[config.mk]
export PLATFORM = sky130hd
export DESIGN_NAME = fetch_stage
export DESIGN_NICKNAME = d
export VERILOG_FILES = /design/src/rtl/fetch_stage_pkg.sv /design/src/rtl/fetch_stage_if_id_reg.sv /design/src/rtl/fetch_stage.sv
export SDC_FILE = /design/constraint.sdc
export NUM_CORES = 1
export LEC_CHECK = 0
export BUFFER_PORTS_ARGS = -buffer_cell sky130_fd_sc_hd__buf_2
export CORE_ASPECT_RATIO = 2
export CORE_UTILIZATION = 55
export CTS_BUF_LIST = sky130_fd_sc_hd__clkbuf_4
export DETAILED_ROUTE_END_ITERATION = 6
export PLACE_DENSITY = 0.83
export SYNTH_ARGS = -nofsm -noshare
export SYNTH_HDL_FRONTEND = slang
export SYNTH_HIERARCHICAL = 1
export SYNTH_SLANG_ARGS = --single-unit
[constraint.sdc]
create_clock -name clock -period 2.4 [get_ports clock]
set_input_delay 0.48 -clock clock [delete_from_list [all_inputs] [get_ports clock]]
set_output_delay 0.48 -clock clock [all_outputs]
set_load 0.01 [all_outputs]
[src/rtl/fetch_stage_pkg.sv]
// Shared CPU definitions for the fetch stage: widths, opcodes, FSM encoding and
// the IF/ID pipeline record handed to decode.
package fetch_stage_pkg;

    localparam int PC_W   = 16;
    localparam int INST_W = 16;

    // Opcode field (inst[15:12]) values shared with the decode and ALU blocks.
    localparam logic [3:0] OP_NOP = 4'h0;
    localparam logic [3:0] OP_ADD = 4'h1;
    localparam logic [3:0] OP_SUB = 4'h2;
    localparam logic [3:0] OP_AND = 4'h3;
    localparam logic [3:0] OP_OR  = 4'h4;
    localparam logic [3:0] OP_LDI = 4'h5;
    localparam logic [3:0] OP_LD  = 4'h6;
    localparam logic [3:0] OP_ST  = 4'h7;
    localparam logic [3:0] OP_JMP = 4'h8;
    localparam logic [3:0] OP_RET = 4'h9;
    localparam logic [3:0] OP_BRZ = 4'hA;
    localparam logic [3:0] OP_BRN = 4'hB;

    typedef enum logic [1:0] {
        S_IDLE = 2'd0,
        S_REQ  = 2'd1,
        S_WAIT = 2'd2,
        S_HOLD = 2'd3
    } fetch_state_e;

    // 49-bit IF/ID slot: valid, instruction, its PC and the fall-through PC.
    typedef struct packed {
        logic              valid;
        logic [INST_W-1:0] inst;
        logic [PC_W-1:0]   pc;
        logic [PC_W-1:0]   pc_plus1;
    } if_id_t;

    function automatic logic [PC_W-1:0] pc_inc(input logic [PC_W-1:0] pc);
        return pc + 16'd1;
    endfunction

endpackage

[src/rtl/fetch_stage_if_id_reg.sv]
// IF/ID pipeline register. Flush beats load, load beats hold; with none of them
// the slot becomes a bubble while the PC fields keep their last value.
module fetch_stage_if_id_reg
    import fetch_stage_pkg::*;
#(
    parameter logic [INST_W-1:0] NOP_INST = 16'h0000
) (
    input  logic   clock,
    input  logic   reset,
    input  logic   load,
    input  logic   hold,
    input  logic   flush,
    input  if_id_t d,
    output if_id_t q
);

    always_ff @(posedge clock or negedge reset) begin
        if (!reset) begin
            q.valid    <= 1'b0;
            q.inst     <= NOP_INST;
            q.pc       <= '0;
            q.pc_plus1 <= '0;
        end else if (flush) begin
            q.valid <= 1'b0;
            q.inst  <= NOP_INST;
        end else if (load) begin
            q <= d;
        end else if (!hold) begin
            q.valid <= 1'b0;
            q.inst  <= NOP_INST;
        end
    end

endmodule

[src/rtl/fetch_stage.sv]
// Instruction-fetch stage: owns the PC, runs the single-outstanding request
// FSM towards instruction memory and fills the IF/ID register.
module fetch_stage
    import fetch_stage_pkg::*;
#(
    parameter logic [PC_W-1:0]   PC_RESET = 16'h0000,
    parameter logic [INST_W-1:0] NOP_INST = 16'h0000
) (
    input  logic              clock,
    input  logic              reset,
    output logic              imem_req_valid,
    output logic [PC_W-1:0]   imem_req_addr,
    input  logic              imem_req_ready,
    input  logic              imem_rsp_valid,
    input  logic [INST_W-1:0] imem_rsp_data,
    input  logic              id_stall,
    input  logic              redirect_valid,
    input  logic [PC_W-1:0]   redirect_pc,
    output logic              if_id_valid,
    output logic [INST_W-1:0] if_id_inst,
    output logic [PC_W-1:0]   if_id_pc,
    output logic [PC_W-1:0]   if_id_pc_plus1,
    output fetch_state_e      fsm_state
);

    // Request channel: a request transfers on a cycle where imem_req_valid and
    // imem_req_ready are both high; the response arrives on a later cycle as a
    // single imem_rsp_valid pulse, and only one request is ever outstanding.

    fetch_state_e      state, state_next;
    logic [PC_W-1:0]   pc, pc_next;
    logic [PC_W-1:0]   req_pc, req_pc_next;
    logic [INST_W-1:0] hold_inst, hold_inst_next;
    logic [PC_W-1:0]   hold_pc, hold_pc_next;
    logic              drop, drop_next;

    logic   accept;
    logic   can_load;
    logic   if_load;
    logic   if_hold;
    logic   if_flush;
    if_id_t if_d;
    if_id_t if_q;

    assign accept   = (state == S_REQ) && imem_req_ready;
    assign can_load = !if_q.valid || !id_stall;

    always_ff @(posedge clock or negedge reset) begin
        if (!reset) begin
            state     <= S_IDLE;
            pc        <= PC_RESET;
            req_pc    <= '0;
            hold_inst <= '0;
            hold_pc   <= '0;
            drop      <= 1'b0;
        end else begin
            state     <= state_next;
            pc        <= pc_next;
            req_pc    <= req_pc_next;
            hold_inst <= hold_inst_next;
            hold_pc   <= hold_pc_next;
            drop      <= drop_next;
        end
    end

    always_comb begin
        state_next     = state;
        pc_next        = pc;
        req_pc_next    = req_pc;
        hold_inst_next = hold_inst;
        hold_pc_next   = hold_pc;
        drop_next      = drop;
        if_load        = 1'b0;
        if_hold        = id_stall;
        if_flush       = 1'b0;
        if_d.valid     = 1'b1;
        if_d.inst      = imem_rsp_data;
        if_d.pc        = req_pc;
        if_d.pc_plus1  = pc_inc(req_pc);

        case (state)
            S_IDLE: state_next = S_REQ;
            S_REQ: begin
                if (accept) begin
                    req_pc_next = pc;
                    pc_next     = pc_inc(pc);
                    state_next  = S_WAIT;
                end
            end
            S_WAIT: begin
                if (imem_rsp_valid) begin
                    state_next = S_REQ;
                    if (drop) begin
                        drop_next = 1'b0;
                    end else if (can_load) begin
                        if_load = 1'b1;
                    end else begin
                        hold_inst_next = imem_rsp_data;
                        hold_pc_next   = req_pc;
                        state_next     = S_HOLD;
                    end
                end
            end
            S_HOLD: begin
                if (!id_stall) begin
                    if_load       = 1'b1;
                    if_d.inst     = hold_inst;
                    if_d.pc       = hold_pc;
                    if_d.pc_plus1 = pc_inc(hold_pc);
                    state_next    = S_REQ;
                end
            end
            default: state_next = S_IDLE;
        endcase

        // A redirect wins over everything; a request still in flight after this
        // edge must have its eventual response thrown away.
        if (redirect_valid) begin
            pc_next        = redirect_pc;
            if_flush       = 1'b1;
            if_load        = 1'b0;
            hold_inst_next = '0;
            hold_pc_next   = '0;
            if (accept || (state == S_WAIT && !imem_rsp_valid)) begin
                state_next = S_WAIT;
                drop_next  = 1'b1;
            end else begin
                state_next = S_REQ;
                drop_next  = 1'b0;
            end
        end
    end

    fetch_stage_if_id_reg #(
        .NOP_INST (NOP_INST)
    ) u_if_id_reg (
        .clock (clock),
        .reset (reset),
        .load  (if_load),
        .hold  (if_hold),
        .flush (if_flush),
        .d     (if_d),
        .q     (if_q)
    );

    assign imem_req_valid = (state == S_REQ);
    assign imem_req_addr  = pc;
    assign if_id_valid    = if_q.valid;
    assign if_id_inst     = if_q.inst;
    assign if_id_pc       = if_q.pc;
    assign if_id_pc_plus1 = if_q.pc_plus1;
    assign fsm_state      = state;

endmodule

Yosys cells after proc, flatten, opt, wreduce, memory -nomap -nowiden:

Index checks and enable logic that the tools add are counted.

* input bits: 38
* word-level logic and storage cells: 78
* flip-flop bits (word level): 116

* reduce and logical (&&, ||, !) cells: 18
* multiplexer cells: 37
* $add $sub $neg: 3
* bitwise gates (word level): 1
* eq/ne operators: 9

Operators by type and width (count)
* 16-bit two-way mux: 13
* 48-bit two-way mux: 2
* 17-bit two-way mux: 3
* 16-bit by 1-bit adder with 16-bit output (second input constant): 3
* 2-bit two-way mux: 7
* 1-bit two-way mux: 10
* 2-bit case mux with 4 select lines: 1
* 2-bit AND reduction: 4
* 2-bit nonzero test: 4
* 3-bit by 1-bit != test with 1-bit output (second input constant): 2
* 3-bit != test (second input constant): 2
* 2-bit == test (second input constant): 2
* 2-bit != test (second input constant): 2
* 4-bit AND reduction: 1
* 1-bit zero test: 3
* 3-bit AND reduction: 1
* 2-bit by 1-bit == test with 1-bit output (second input constant): 1
* 1-bit logical AND: 2
* 2-bit zero test: 1
* 1-bit logical OR: 2
* 1-bit case mux with 2 select lines: 1
* 1-bit NOT: 1

Logic depth before layout (Yosys ltp):

* depth in word-level cells: 9
* gate-level depth with buffers: 10
* gate-level depth less buffers: 8

By module:

The synthesis kept the hierarchy.

Modules (own cells, without submodules)
* fetch_stage: sequential area each 1676.6 µm², cells an instance 534, instances 1, area an instance 4135.2 µm²
* fetch_stage_if_id_reg: sequential area each 1226.2 µm², cells an instance 110, instances 1, area an instance 1860.5 µm²

Least setup slack after synthesis:

No wires, ideal clock.

* kind: register -> register
* from: register state[0], in the netlist fsm_state[0]
* to: register u_if_id_reg/q[27] in the netlist's numbering
* required time: 2.275 ns
* library setup time: 0.125 ns
* data arrival time: 2.114 ns
* cell stages (with the launch flop): 10
* path slack: 0.161 ns
* cell sequence: dfrtp_1 inv_1 ha_1 nand2_1 or3_1 a21oi_1 nor2b_4 buf_6 buf_8 mux2_4

* cells in the longest elaborated chain, start to end: 4

Ends and longest elaborated chain
* start: declaration: line fetch_stage.sv:30 `fetch_state_e state, state_next;`
* start signal: assignment: line fetch_stage.sv:57 `state <= state_next;`
* 2-bit == test: line fetch_stage.sv:81 `case (state)`
* 1-bit case mux with 2 select lines (*): line fetch_stage.sv:81
* 1-bit two-way mux (*): line fetch_stage.sv:118 `if (redirect_valid) begin`
* net if_load: line fetch_stage.sv:39 `logic if_load;`
* 2-bit AND reduction (no line) (*)
* end: declaration: line fetch_stage_if_id_reg.sv:14 `output if_id_t q`

Mark *: on every way through the listed nets, which the timed path passes. The rest lies on a longest branch.
A chain may end at the register's enable or synchronous reset.

Worst setup path in the final report:

* from: register state[1], in the netlist fsm_state[1]
* to: register u_if_id_reg/q[38] in the netlist's numbering

* cells in the longest elaborated chain, start to end: 5

Ends and longest elaborated chain
* 2-bit == test: line fetch_stage.sv:81
* 1-bit case mux with 2 select lines (*): line fetch_stage.sv:81
* 1-bit two-way mux (*): line fetch_stage.sv:118
* net if_load: line fetch_stage.sv:39
* 17-bit two-way mux: line fetch_stage_if_id_reg.sv:26 `end else if (load) begin`
* 17-bit two-way mux: line fetch_stage_if_id_reg.sv:23 `end else if (flush) begin`

Marks and branches as above.

==> Flow_metrics.wiki <==
{| class="wikitable"
! Metric !! Value
|-
| Status || completed
|-
| Effective utilization at floorplan || 56.9%
|-
| Clock Tree Buf Depth || 2
|-
| Share of the cycle needed by the critical path after routing || 93.5%
|-
| Ys Warns || 6
|-
| Worst endpoint data arrival time || 2.69 ns
|-
| Sinks on the clock net || 116
|-
| Crit path max fanout || 16
|-
| Pin count of the biggest net entering global routing || 47
|-
| Dominant combinational cell family by area after synthesis || simple AND/OR/NAND/NOR gates
|-
| Root buffer cell || sky130_fd_sc_hd__clkbuf_4
|-
| IO Count || 106
|-
| Vias in the first global route || 5078
|-
| Post-DRT Antenna Nets || 0
|-
| Critical path endpoint category || flip-flop
|-
| Clock latency at the later pin of the worst-skew pair || 0.52 ns
|-
| Worst Path Class, Setup || flip-flop to flip-flop
|-
| Final Max Tran Viols || 0
|-
| Post-Syn Instances || 644
|-
| Weighted congestion reported at the end of routability-driven placement || 0.929
|-
| Unique cell type count in the Yosys netlist || 44
|-
| Largest cells by area after synthesis || sky130_fd_sc_hd__dfrtp_1 48%, sky130_fd_sc_hd__nand2_1 12%, sky130_fd_sc_hd__mux2_2 7.5%
|-
| # Post-CTS Setup Buffers || 0
|-
| Global-route wire length before repair || 24400 um
|-
| Worst-Margin Slew || 0.689 ns
|-
| Growth of design area from synthesis to finish || 16.8%
|-
| Reg clk slew, reported paths || 0.11 ns
|-
| Top-area cell type share of the netlist area || 48.4%
|-
| Fraction of layout instances using a drive strength above 1 || 27.3%
|-
| Cell types with the highest counts after synthesis || 189 x sky130_fd_sc_hd__nand2_1, 116 x sky130_fd_sc_hd__dfrtp_1, 40 x sky130_fd_sc_hd__mux2_2
|-
| DRT Wirelength || 14900 um
|-
| TritonCTS buffer count || 17
|-
| Detailed placement HPWL || 11000 um
|-
| Netlist area before placement || 6000 um^2
|-
| Via-per-instance ratio || 5.77
|-
| Overall die area || 11300 um^2
|-
| Startpoint class of the critical path || flip-flop
|-
| DRC violation count after routing || 0
|-
| Chip height || 150 um
|-
| Most used standard cell by instance count after synthesis || sky130_fd_sc_hd__nand2_1
|-
| Path type of the worst min-delay path || input port to flip-flop
|-
| Slew Limit Headroom || 54.0%
|-
| Utilization after layout || 66.4%
|-
| Number of nets at the end of the flow || 791
|-
| Post-synthesis register bit count || 116
|-
| Post-synthesis compound-gate area fraction || 9.81%
|-
| Worst path required time || 2.85 ns
|-
| Total of endpoints with negative setup slack in the final report || 0
|-
| Synthesized Nets || 689
|-
| Combined global-route utilization of all metal layers || 28.5%
|-
| Share of cell area taken by muxes after synthesis || 10.5%
|-
| Initial antenna violation count || 1
|-
| Count of buffers from port buffering || 105
|-
| Floorplan die width || 75.8 um
|-
| Iter 0 DRT Violations || 351
|-
| Main flop type after synthesis || sky130_fd_sc_hd__dfrtp_1
|-
| Endpoints failing hold || 0
|-
| Worst Hold Margin || 0.163 ns
|-
| Total iterations of the first detailed-routing run || 7
|-
| Average instance area after synthesis || 9.31 um^2
|-
| Share of async-settable or async-resettable flops after synthesis || 100%
|-
| Library cell occupying the most area in the post-synthesis netlist || sky130_fd_sc_hd__dfrtp_1
|-
| Non-filler cells in the finished layout || 897
|-
| Time the worst path needs with I/O delays and setup || 2.24 ns
|-
| Standard-cell row count || 53
|-
| Deepest level of the CTS H-tree || 4
|-
| Peak supply drop || 0.496 mV
|-
| Simple-gate share of the synthesized area || 20.5%
|-
| Final sum of negative setup slack || 0 ns
|-
| Total via count after detailed routing || 5178
|-
| Xor and xnor fraction of the mapped netlist area || 4.97%
|-
| Inst Count DP || 863
|-
| Leakage || 3.24 nW
|-
| Maximum clock frequency || 446 MHz
|-
| Adder and majority cell fraction of the synthesized area || 1.46%
|-
| Final clock skew || 0.0142 ns
|-
| Per-cell routed wire length || 16.6 um
|-
| Core box area || 10500 um^2
|-
| Power per cell area || 912 nW/um^2
|-
| RSZ-0062 raised after global routing || false
|-
| Number of violations of the max-capacitance limit || 0
|-
| TritonCTS clock tree || done
|-
| Number of synthesized flops with an enable pin || 0
|-
| Part of the Yosys area used for sequential elements || 48.4%
|-
| Remaining Overflow, GRT || 0
|}
## critical path, stage by stage, from the launching register on
cell and delay [ns]:
sky130_fd_sc_hd__dfrtp_1 0.43, sky130_fd_sc_hd__ha_1 0.21, sky130_fd_sc_hd__nand2_1 0.12, sky130_fd_sc_hd__or3_1 0.32, sky130_fd_sc_hd__a21oi_1 0.22, sky130_fd_sc_hd__nor2b_4 0.20, sky130_fd_sc_hd__buf_4 0.24, sky130_fd_sc_hd__buf_4 0.26
sky130_fd_sc_hd__a32o_1 0.17
## metal layers
| layer | GRT usage, % | share of wire, % | wire (um) |
|---|---|---|---|
| met1 | 32.7 | 37 | 5520 |
| met2 | 48.2 | 54 | 8090 |
| met4 | 15.3 | 4.4 | 663 |
| met3 | 5.86 | 4.4 | 656 |
| met5 | 0 | 0 | 0 |
## per-stage QoR
| step | total power [W] | area (um^2) | worst slack (ns) |
|---|---|---|---|
| 2_1_floorplan | 0.00413 | 6000 | 0.161 |
| 3_5_place_dp | 0.00496 | 6690 | 0.159 |
| 4_1_cts | 0.00642 | 7000 | 0.130 |
| 5_1_grt | 0.00678 | 7000 | 0.0186 |
| 3_3_place_gp | 0.00484 | 6690 | 0.237 |
| 6_report | 0.00639 | 7000 | 0.157 |
## cell type report
cell class                      instances  area, um^2
Clock inverter                         15         165
Fill cell                             854        3540
Inverter                               14        52.6
Timing Repair Buffer                  127         737
Multi-Input combinational cell        470        2840
Sequential cell                       116        2900
Antenna cell                            1        2.50
Tap cell                              137         171
Clock buffer                           17         128
## cells by family after synthesis
logic type,count (synthesis)
buffers and inverters,58
other,1
multiplexers,56
flip-flops,116
AND/OR/NAND/NOR,279
XOR/XNOR,34
adder cells (fa/ha/maj),7
AO/OA/AOI/OAI,93
## registers in the layout, summed over array words and instances (netlist names)
register       cells
imem_req_addr     16
req_pc            16
hold_pc           16
u_if_id_reg/q     49
fsm_state          2
drop               1
hold_inst         16
## cell usage in the layout, fill, tap and decap left out, types with 5 or more instances in the layout
cell | Yosys | routed
sky130_fd_sc_hd__nand2_1 | 189 | 189
sky130_fd_sc_hd__dfrtp_1 | 116 | 116
sky130_fd_sc_hd__buf_2 | 2 | 104
sky130_fd_sc_hd__mux2_2 | 40 | 40
sky130_fd_sc_hd__a21oi_1 | 35 | 35
sky130_fd_sc_hd__o21ai_0 | 30 | 30
sky130_fd_sc_hd__xnor2_1 | 29 | 29
sky130_fd_sc_hd__buf_4 | 3 | 18
sky130_fd_sc_hd__nor2_1 | 17 | 17
sky130_fd_sc_hd__a32o_1 | 17 | 17
sky130_fd_sc_hd__clkbuf_4 | 0 | 17
sky130_fd_sc_hd__nor4_1 | 16 | 16
sky130_fd_sc_hd__nand4_1 | 15 | 15
sky130_fd_sc_hd__nand3_1 | 15 | 15
sky130_fd_sc_hd__inv_1 | 14 | 14
sky130_fd_sc_hd__mux2i_1 | 12 | 12
sky130_fd_sc_hd__nor3_1 | 11 | 10
sky130_fd_sc_hd__ha_1 | 7 | 7
sky130_fd_sc_hd__xor2_1 | 5 | 5
## worst paths after layout
path	from	end	slack, ns	cells past startpoint
max	fsm_state[1]	u_if_id_reg/q[38]	0.16	8
min	redirect_pc[10]	imem_req_addr[10]	0.16	3
max reg2reg	fsm_state[1]	u_if_id_reg/q[38]	0.16	8
min reg2reg	u_if_id_reg/q[11]	u_if_id_reg/q[11]	0.51	1
max in group asynchronous	reset	hold_inst[7]	1.28	3
min in group asynchronous	reset	imem_req_addr[5]	0.49	2
## report_power, final
| part | switching [W] | internal, W | total [W] | leakage (nW) |
|---|---|---|---|---|
| Sequential | 0.000496 | 0.00238 | 0.00288 | 1.52 |
| Combinational | 0.00107 | 0.000979 | 0.00205 | 1.57 |
| Clock | 0.000752 | 0.000708 | 0.00146 | 0.148 |
| Total | 0.00232 | 0.00407 | 0.00639 | 3.24 |
## repair_timing
item | 4_1_cts | 5_1_grt
hold endpoints to repair | 38 | 0
endpoints found under the setup margin | 0 | 21
hold buffers | 1 | 0
gates resized for setup | 0 | 1
Note: power is estimated with default switching activity, not from simulation.
